<file path="src/rtl/neuron_accumulator.sv">
// ---------------------------------------------------------------------------
// neuron_accumulator
//
// Sums N_TERMS signed Q1.7 terms coming out of the combinational neuron
// product/bias unit. The total is kept in an ACC_W-bit accumulator and then
// clamped back to 8-bit Q1.7. The finished result is held on a valid/ready
// output until the next layer takes it.
//
// Parameters:
//   N_TERMS    terms summed per result (2..256)
//   ACC_W      accumulator width, at least 8 + clog2(N_TERMS)
//
// Ports:
//   clk        clock, all state changes on the rising edge
//   rst        synchronous active-high reset
//   in_valid   in_data carries a term
//   in_ready   block accepts a term this cycle
//   in_data    signed Q1.7 term
//   out_valid  out_data holds a finished result
//   out_ready  consumer takes the result this cycle
//   out_data   signed Q1.7 clamped sum
//   out_sat    result was clamped to +127 or -128
//
// Build option:
//   NEURON_ACC_RELU_EN  when defined, negative clamped results output 8'h00.
//                       out_sat still reports whether the clamp was applied.
// ---------------------------------------------------------------------------
module neuron_accumulator #(
    parameter int N_TERMS = 4,
    parameter int ACC_W   = 16
) (
    input  logic       clk,
    input  logic       rst,
    input  logic       in_valid,
    output logic       in_ready,
    input  logic [7:0] in_data,
    output logic       out_valid,
    input  logic       out_ready,
    output logic [7:0] out_data,
    output logic       out_sat
);

    localparam int CNT_W = $clog2(N_TERMS);
    localparam logic [CNT_W-1:0] LAST_CNT = CNT_W'(N_TERMS - 1);
    localparam logic signed [ACC_W-1:0] SAT_MAX = ACC_W'(127);
    localparam logic signed [ACC_W-1:0] SAT_MIN = ACC_W'(-128);

    typedef enum logic {
        ACCUM,
        HOLD
    } state_t;

    state_t                    state_q, state_d;
    logic signed [ACC_W-1:0]   acc_q, acc_d;
    logic [CNT_W-1:0]          cnt_q, cnt_d;
    logic [7:0]                out_data_q, out_data_d;
    logic                      out_sat_q, out_sat_d;
    logic                      out_valid_q, out_valid_d;

    logic signed [ACC_W-1:0]   termExt;
    logic signed [ACC_W-1:0]   sum;
    logic                      satHigh;
    logic                      satLow;
    logic [7:0]                clampVal;
    logic [7:0]                resultVal;
    logic                      accept;
    logic                      lastTerm;

    // in_ready decodes the state directly; it is also forced low while reset
    // is asserted so nothing appears to be accepted during reset.
    assign in_ready  = (state_q == ACCUM) && !rst;
    assign accept    = in_valid && in_ready;
    assign lastTerm  = (cnt_q == LAST_CNT);

    assign out_valid = out_valid_q;
    assign out_data  = out_data_q;
    assign out_sat   = out_sat_q;

    // Running sum including the current term, and its saturation to Q1.7.
    // The accumulator is wide enough that this sum never wraps, so the clamp
    // only has to compare against the 8-bit signed limits.
    always_comb begin
        termExt  = {{(ACC_W-8){in_data[7]}}, in_data};
        sum      = acc_q + termExt;
        satHigh  = (sum > SAT_MAX);
        satLow   = (sum < SAT_MIN);
        clampVal = sum[7:0];
        if (satHigh) begin
            clampVal = 8'h7F;
        end else if (satLow) begin
            clampVal = 8'h80;
        end
`ifdef NEURON_ACC_RELU_EN
        resultVal = clampVal[7] ? 8'h00 : clampVal;
`else
        resultVal = clampVal;
`endif
    end

    // Next-state logic: ACCUM gathers terms until the last one arrives, then
    // the clamped result is latched and HOLD waits for the consumer.
    always_comb begin
        state_d     = state_q;
        acc_d       = acc_q;
        cnt_d       = cnt_q;
        out_data_d  = out_data_q;
        out_sat_d   = out_sat_q;
        out_valid_d = out_valid_q;
        case (state_q)
            ACCUM: begin
                if (accept) begin
                    if (lastTerm) begin
                        out_data_d  = resultVal;
                        out_sat_d   = satHigh || satLow;
                        out_valid_d = 1'b1;
                        acc_d       = '0;
                        cnt_d       = '0;
                        state_d     = HOLD;
                    end else begin
                        acc_d = sum;
                        cnt_d = cnt_q + CNT_W'(1);
                    end
                end
            end
            HOLD: begin
                if (out_valid_q && out_ready) begin
                    out_valid_d = 1'b0;
                    state_d     = ACCUM;
                end
            end
            default: begin
                state_d = ACCUM;
            end
        endcase
    end

    // State registers; reset discards any partial sum and pending result.
    always_ff @(posedge clk) begin
        if (rst) begin
            state_q     <= ACCUM;
            acc_q       <= '0;
            cnt_q       <= '0;
            out_data_q  <= 8'h00;
            out_sat_q   <= 1'b0;
            out_valid_q <= 1'b0;
        end else begin
            state_q     <= state_d;
            acc_q       <= acc_d;
            cnt_q       <= cnt_d;
            out_data_q  <= out_data_d;
            out_sat_q   <= out_sat_d;
            out_valid_q <= out_valid_d;
        end
    end

endmodule

</file>
<file path="config.mk">
export PLATFORM = sky130hd
export DESIGN_NAME = neuron_accumulator
export DESIGN_NICKNAME = d
export VERILOG_FILES = /design/src/rtl/neuron_accumulator.sv
export SDC_FILE = /design/constraint.sdc
export NUM_CORES = 1
export LEC_CHECK = 0
export CAP_MARGIN = 10
export CORE_MARGIN = 3
export CORE_UTILIZATION = 55
export CTS_CLUSTER_DIAMETER = 100
export DETAILED_ROUTE_END_ITERATION = 8
export GPL_TIMING_DRIVEN = 0
export PLACE_DENSITY_LB_ADDON = 0.05
export SETUP_SLACK_MARGIN = 0.02
export SYNTH_ARGS = -nofsm -noshare
export SYNTH_HDL_FRONTEND = slang
export SYNTH_SLANG_ARGS = --single-unit
</file>
<file path="constraint.sdc">
create_clock -name clk -period 7.4 [get_ports clk]
set_input_delay 0.74 -clock clk [delete_from_list [all_inputs] [get_ports clk]]
set_output_delay 0.74 -clock clk [all_outputs]
set_load 0.05 [all_outputs]
</file>
==> results of run 1 <==
## worst max-delay path, stage by stage
cell,delay [ps]
clkdlybuf4s50_1,420
ha_1,260
fa_1,460
a211oi_2,260
o211ai_2,130
a221oi_4,350
xnor2_2,190
nand4b_1,220
o41ai_4,560
nand2b_1,150
a211oi_2,220
## sequential cells by signal (all words and copies together), names as in the netlist
name and flops:
acc_q 16, out_data 8, cnt_q 2, out_sat 1, out_valid 1, state_q 1
## metal layers
layer / up-vias / GRT usage (%)
met5: - / 0
met4: 0 / 6.99
met3: 5 / 4.62
met2: 31 / 40.1
met1: 773 / 28.9
li1: 881 / -
## cells in the final DEF, fill, tap and decap left out, types with 3 or more instances in the layout
master,netlist,routed
a22oi_1,10,10
nor3_1,5,5
clkbuf_4,0,5
clkbuf_1,7,8
a21oi_1,22,22
and3_1,3,3
a211oi_2,9,9
clkdlybuf4s50_1,0,22
inv_1,3,3
xor2_1,3,3
dfxtp_1,29,29
o211ai_2,3,3
nand2_1,25,25
nor2_1,33,33
ha_1,16,16
xnor2_1,11,11
## cells by family (layout without fill, tap and decap cells)
kind of cell	after synthesis	count (layout)
buffers and inverters	12	41
adder cells (fa/ha/maj)	17	17
XOR/XNOR	15	15
multiplexers	2	2
AND/OR/NAND/NOR	82	82
flip-flops	29	29
AO/OA/AOI/OAI	67	67
## synthesized netlist by cell type, types with 3 or more instances
cell	number
nor2_1	33
dfxtp_1	29
nand2_1	25
a21oi_1	22
ha_1	16
xnor2_1	11
a22oi_1	10
a211oi_2	9
clkbuf_1	7
nor3_1	5
and3_1	3
inv_1	3
o211ai_2	3
xor2_1	3
## through the flow
stage	instance area, um^2	hold slack [ps]	utilization [%]	total power [mW]
after CTS	2290	484	67.6	0.394
final	2290	486	67.6	0.390
after global routing	2290	501	67.6	0.418
after detailed placement	2230	469	65.9	0.298
after global placement	2230	464	65.9	0.296
after floorplan	1960	450	-	0.268
## worst min-delay path by stage
stage / from / end / depth (start not counted) / slack, ps
2_1_floorplan: state_q$_SDFF_PP0_ / state_q$_SDFF_PP0_ / 2 / 450
3_3_place_gp: state_q$_SDFF_PP0_ / state_q$_SDFF_PP0_ / 2 / 460
6_report: out_valid$_SDFFE_PP0P_ / out_valid$_SDFFE_PP0P_ / 2 / 490
5_1_grt: out_valid$_SDFFE_PP0P_ / out_valid$_SDFFE_PP0P_ / 2 / 500
3_5_place_dp: out_valid$_SDFFE_PP0P_ / out_valid$_SDFFE_PP0P_ / 2 / 470
4_1_cts: out_valid$_SDFFE_PP0P_ / out_valid$_SDFFE_PP0P_ / 2 / 480
## layout make-up
cell class / count / area, um^2
Sequential cell: 29 / 581
Inverter: 3 / 11.3
Tap cell: 46 / 57.6
Buffer: 9 / 38.8
Fill cell: 297 / 1100
Multi-Input combinational cell: 183 / 1330
Timing Repair Buffer: 22 / 220
Clock buffer: 7 / 55.1
## report_power, final
group	switching (mW)	total, mW	internal (mW)	leakage (nW)
logic	0.0752	0.126	0.0511	0.630
registers	0.00457	0.168	0.163	0.236
clock network	0.0515	0.0963	0.0448	0.0314
==> run_summary.xml, run 1 <==
<?xml version="1.0" encoding="UTF-8"?>
<metrics>
  <group name="die">
    <metric name="fp.dieW" unit="um">65.7</metric>
    <metric name="fp_rows" unit="">21</metric>
    <metric name="floorplan.initialDensity" unit="%">57.7</metric>
    <metric name="top_level_ports" unit="">23</metric>
    <metric name="dieArea" unit="um^2">4310</metric>
    <metric name="core_region_area" unit="um^2">3390</metric>
    <metric name="die-height" unit="um">65.7</metric>
  </group>
  <group name="critical_path">
    <metric name="startpoint" unit="">in_data[0]</metric>
    <metric name="cp-endpoint" unit="">out_data[2]$_SDFFE_PP0P_</metric>
    <metric name="worst-setup-path-type" unit="">input pin to flip-flop</metric>
    <metric name="worst-endpoint-required" unit="ps">7650</metric>
    <metric name="ff2ff_setup_slack" unit="ps">4230</metric>
    <metric name="crit_fanout" unit="">7</metric>
    <metric name="timing.rr.end" unit="">out_data[2]$_SDFFE_PP0P_</metric>
    <metric name="endpoint_kind" unit="">flip-flop</metric>
    <metric name="r2r-start" unit="">acc_q[0]$_SDFFE_PP0P_</metric>
    <metric name="critPathLaunchType" unit="">input pin</metric>
    <metric name="worst-endpoint-arrival" unit="ps">3960</metric>
    <metric name="worst-r2r-cell-count" unit="">10</metric>
  </group>
  <group name="clock_tree">
    <metric name="post_cts_hold_buffer_count" unit="">0</metric>
    <metric name="cts_repair_resize_count" unit="">0</metric>
    <metric name="tritoncts" unit="">built</metric>
    <metric name="cts.root.buffer_cell" unit="">clkbuf_4</metric>
    <metric name="clock-sinks" unit="">29</metric>
    <metric name="htree_num_levels" unit="">2</metric>
    <metric name="tritoncts.num_buffers" unit="">5</metric>
    <metric name="cts.path.max_buffers" unit="">2</metric>
    <metric name="clock_latency" unit="ps">320</metric>
    <metric name="cts_setup_buffers" unit="">0</metric>
    <metric name="clk_pin_slew_worst_paths" unit="ps">80</metric>
  </group>
  <group name="place">
    <metric name="detailed_place_hpwl" unit="um">3390</metric>
    <metric name="dp.cells" unit="">292</metric>
    <metric name="place_worst_setup_slack" unit="ps">3360</metric>
    <metric name="gpl.final_weighted_congestion" unit="">0.812</metric>
    <metric name="numPortBuffers" unit="">22</metric>
  </group>
  <group name="pwr">
    <metric name="p_per_area" unit="nW/um^2">170</metric>
    <metric name="static_leakage_power" unit="nW">0.897</metric>
    <metric name="max-vdd-ir-drop" unit="uV">148</metric>
  </group>
  <group name="logic_synthesis">
    <metric name="synthMuxAreaShare" unit="%">1.02</metric>
    <metric name="synth-seq-area-share" unit="%">29.7</metric>
    <metric name="combinational_family_with_the_most_area_after_synthesis" unit="">compound AO/OA/AOI/OAI gates</metric>
    <metric name="synthCells" unit="">224</metric>
    <metric name="synth_compound_gate_area_share" unit="%">29.3</metric>
    <metric name="yosys.area.top_type_share" unit="%">29.7</metric>
    <metric name="number_of_synthesized_flops_with_an_enable_pin" unit="">0</metric>
    <metric name="netlist_top_cells_area" unit="">dfxtp_1 30%, ha_1 10%, nor2_1 6.3%</metric>
    <metric name="syn-cell-area" unit="um^2">1960</metric>
    <metric name="xor_xnor_portion_of_the_synthesized_cell_area" unit="%">7.10</metric>
    <metric name="synth-async-reset-ratio" unit="%">0</metric>
    <metric name="synth_top_flop_cell" unit="">dfxtp_1</metric>
    <metric name="yosysTopAreaCell" unit="">dfxtp_1</metric>
    <metric name="post_synthesis_share_of_cell_area_spent_on_full_adders_half_adders_and_majority_gates" unit="%">11.3</metric>
    <metric name="synthSimpleGateAreaFrac" unit="%">19.1</metric>
    <metric name="synth_nets" unit="">253</metric>
    <metric name="synth.ff_latch_count" unit="">29</metric>
    <metric name="netlist-cell-type-count" unit="">48</metric>
    <metric name="post_synth.cell_area_avg" unit="um^2">8.74</metric>
    <metric name="yosysWarnings" unit="">0</metric>
  </group>
  <group name="global_route">
    <metric name="pin_count_of_the_biggest_net_entering_global_routing" unit="">11</metric>
    <metric name="antenna_found_initial" unit="">0</metric>
    <metric name="grt_util_all_layers" unit="%">23.2</metric>
    <metric name="grt_first_pass_wirelength" unit="um">7850</metric>
    <metric name="vias_in_the_first_global_route" unit="">1808</metric>
    <metric name="globalRoute.totalOverflow" unit="">0</metric>
  </group>
  <group name="detailed_routing">
    <metric name="dr.pass1.iters" unit="">4</metric>
    <metric name="detailed_route_wire_length_on_metal_1" unit="um">1950</metric>
    <metric name="routedWlPerCell" unit="um">14.2</metric>
    <metric name="dr_wl_met3" unit="um">168</metric>
    <metric name="top_layer" unit="">met4</metric>
    <metric name="via_count" unit="">1690</metric>
    <metric name="routed_wl" unit="um">4240</metric>
    <metric name="met2WireLength" unit="um">2080</metric>
    <metric name="ant_nets" unit="">0</metric>
    <metric name="vias_per_cell" unit="">5.65</metric>
    <metric name="drc" unit="">0</metric>
    <metric name="dr.first_iter.drc_count" unit="">65</metric>
  </group>
  <group name="timing">
    <metric name="timing.final.max_slew_violations" unit="">0</metric>
    <metric name="clock_skew" unit="ps">4.47</metric>
    <metric name="slew_headroom" unit="%">47.2</metric>
    <metric name="setup_slack" unit="ps">3690</metric>
    <metric name="achievable-frequency" unit="MHz">270</metric>
    <metric name="finalSetupViolations" unit="">0</metric>
    <metric name="timing_worst_slew_pin_value" unit="ps">780</metric>
    <metric name="post-route-period-util" unit="%">50.1</metric>
    <metric name="rsz0062_at_grt" unit="">no</metric>
    <metric name="post-route-min-period" unit="ps">3710</metric>
    <metric name="hold_viol_final" unit="">0</metric>
    <metric name="setup_tns" unit="ps">0</metric>
  </group>
  <group name="worst_hold_path">
    <metric name="hold_class" unit="">flip-flop to flip-flop</metric>
  </group>
  <group name="finish">
    <metric name="layout.cells.non_filler" unit="">299</metric>
    <metric name="design.final.nets" unit="">282</metric>
    <metric name="drive_above_1_share" unit="%">12.6</metric>
    <metric name="inserted_diodes" unit="">0</metric>
    <metric name="layout_overhead_on_the_synthesized_area" unit="%">17.0</metric>
  </group>
  <group name="run_status">
    <metric name="outcome" unit="">finished clean</metric>
  </group>
  <group name="flow_run">
    <metric name="timing.max_cap.violations" unit="">0</metric>
  </group>
</metrics>
(Power assumes the default switching activity.)
==> run 2: changes to the inputs <==
==> constraint.sdc (replaced) <==
create_clock -name clk -period 3.7 [get_ports clk]
set_input_delay 0.37 -clock clk [delete_from_list [all_inputs] [get_ports clk]]
set_output_delay 0.37 -clock clk [all_outputs]
set_load 0.05 [all_outputs]
==> results of run 2 <==
The final DEF is identical to that of run 1. Status: finished clean.
Among the figures that moved: setup slack after placement 3360 ps -> 26.6 ps; setup slack after layout 3690 ps -> 365 ps; register-to-register setup slack 4230 ps -> 530 ps; total power 0.390 mW -> 0.780 mW; worst IR drop on VDD 148 uV -> 297 uV
==> run 3: changes to the inputs <==
--- a/config.mk
+++ b/config.mk
@@ -5,7 +5,6 @@
 export SDC_FILE = /design/constraint.sdc
 export NUM_CORES = 1
 export LEC_CHECK = 0
-export CAP_MARGIN = 10
 export CORE_MARGIN = 3
 export CORE_UTILIZATION = 55
 export CTS_CLUSTER_DIAMETER = 100
==> results of run 3 <==
The final DEF is identical to that of run 1. Status: finished clean.
Among the figures that moved: setup slack after placement 3360 ps -> 26.6 ps; setup slack after layout 3690 ps -> 365 ps; register-to-register setup slack 4230 ps -> 530 ps; total power 0.390 mW -> 0.780 mW; worst IR drop on VDD 148 uV -> 297 uV
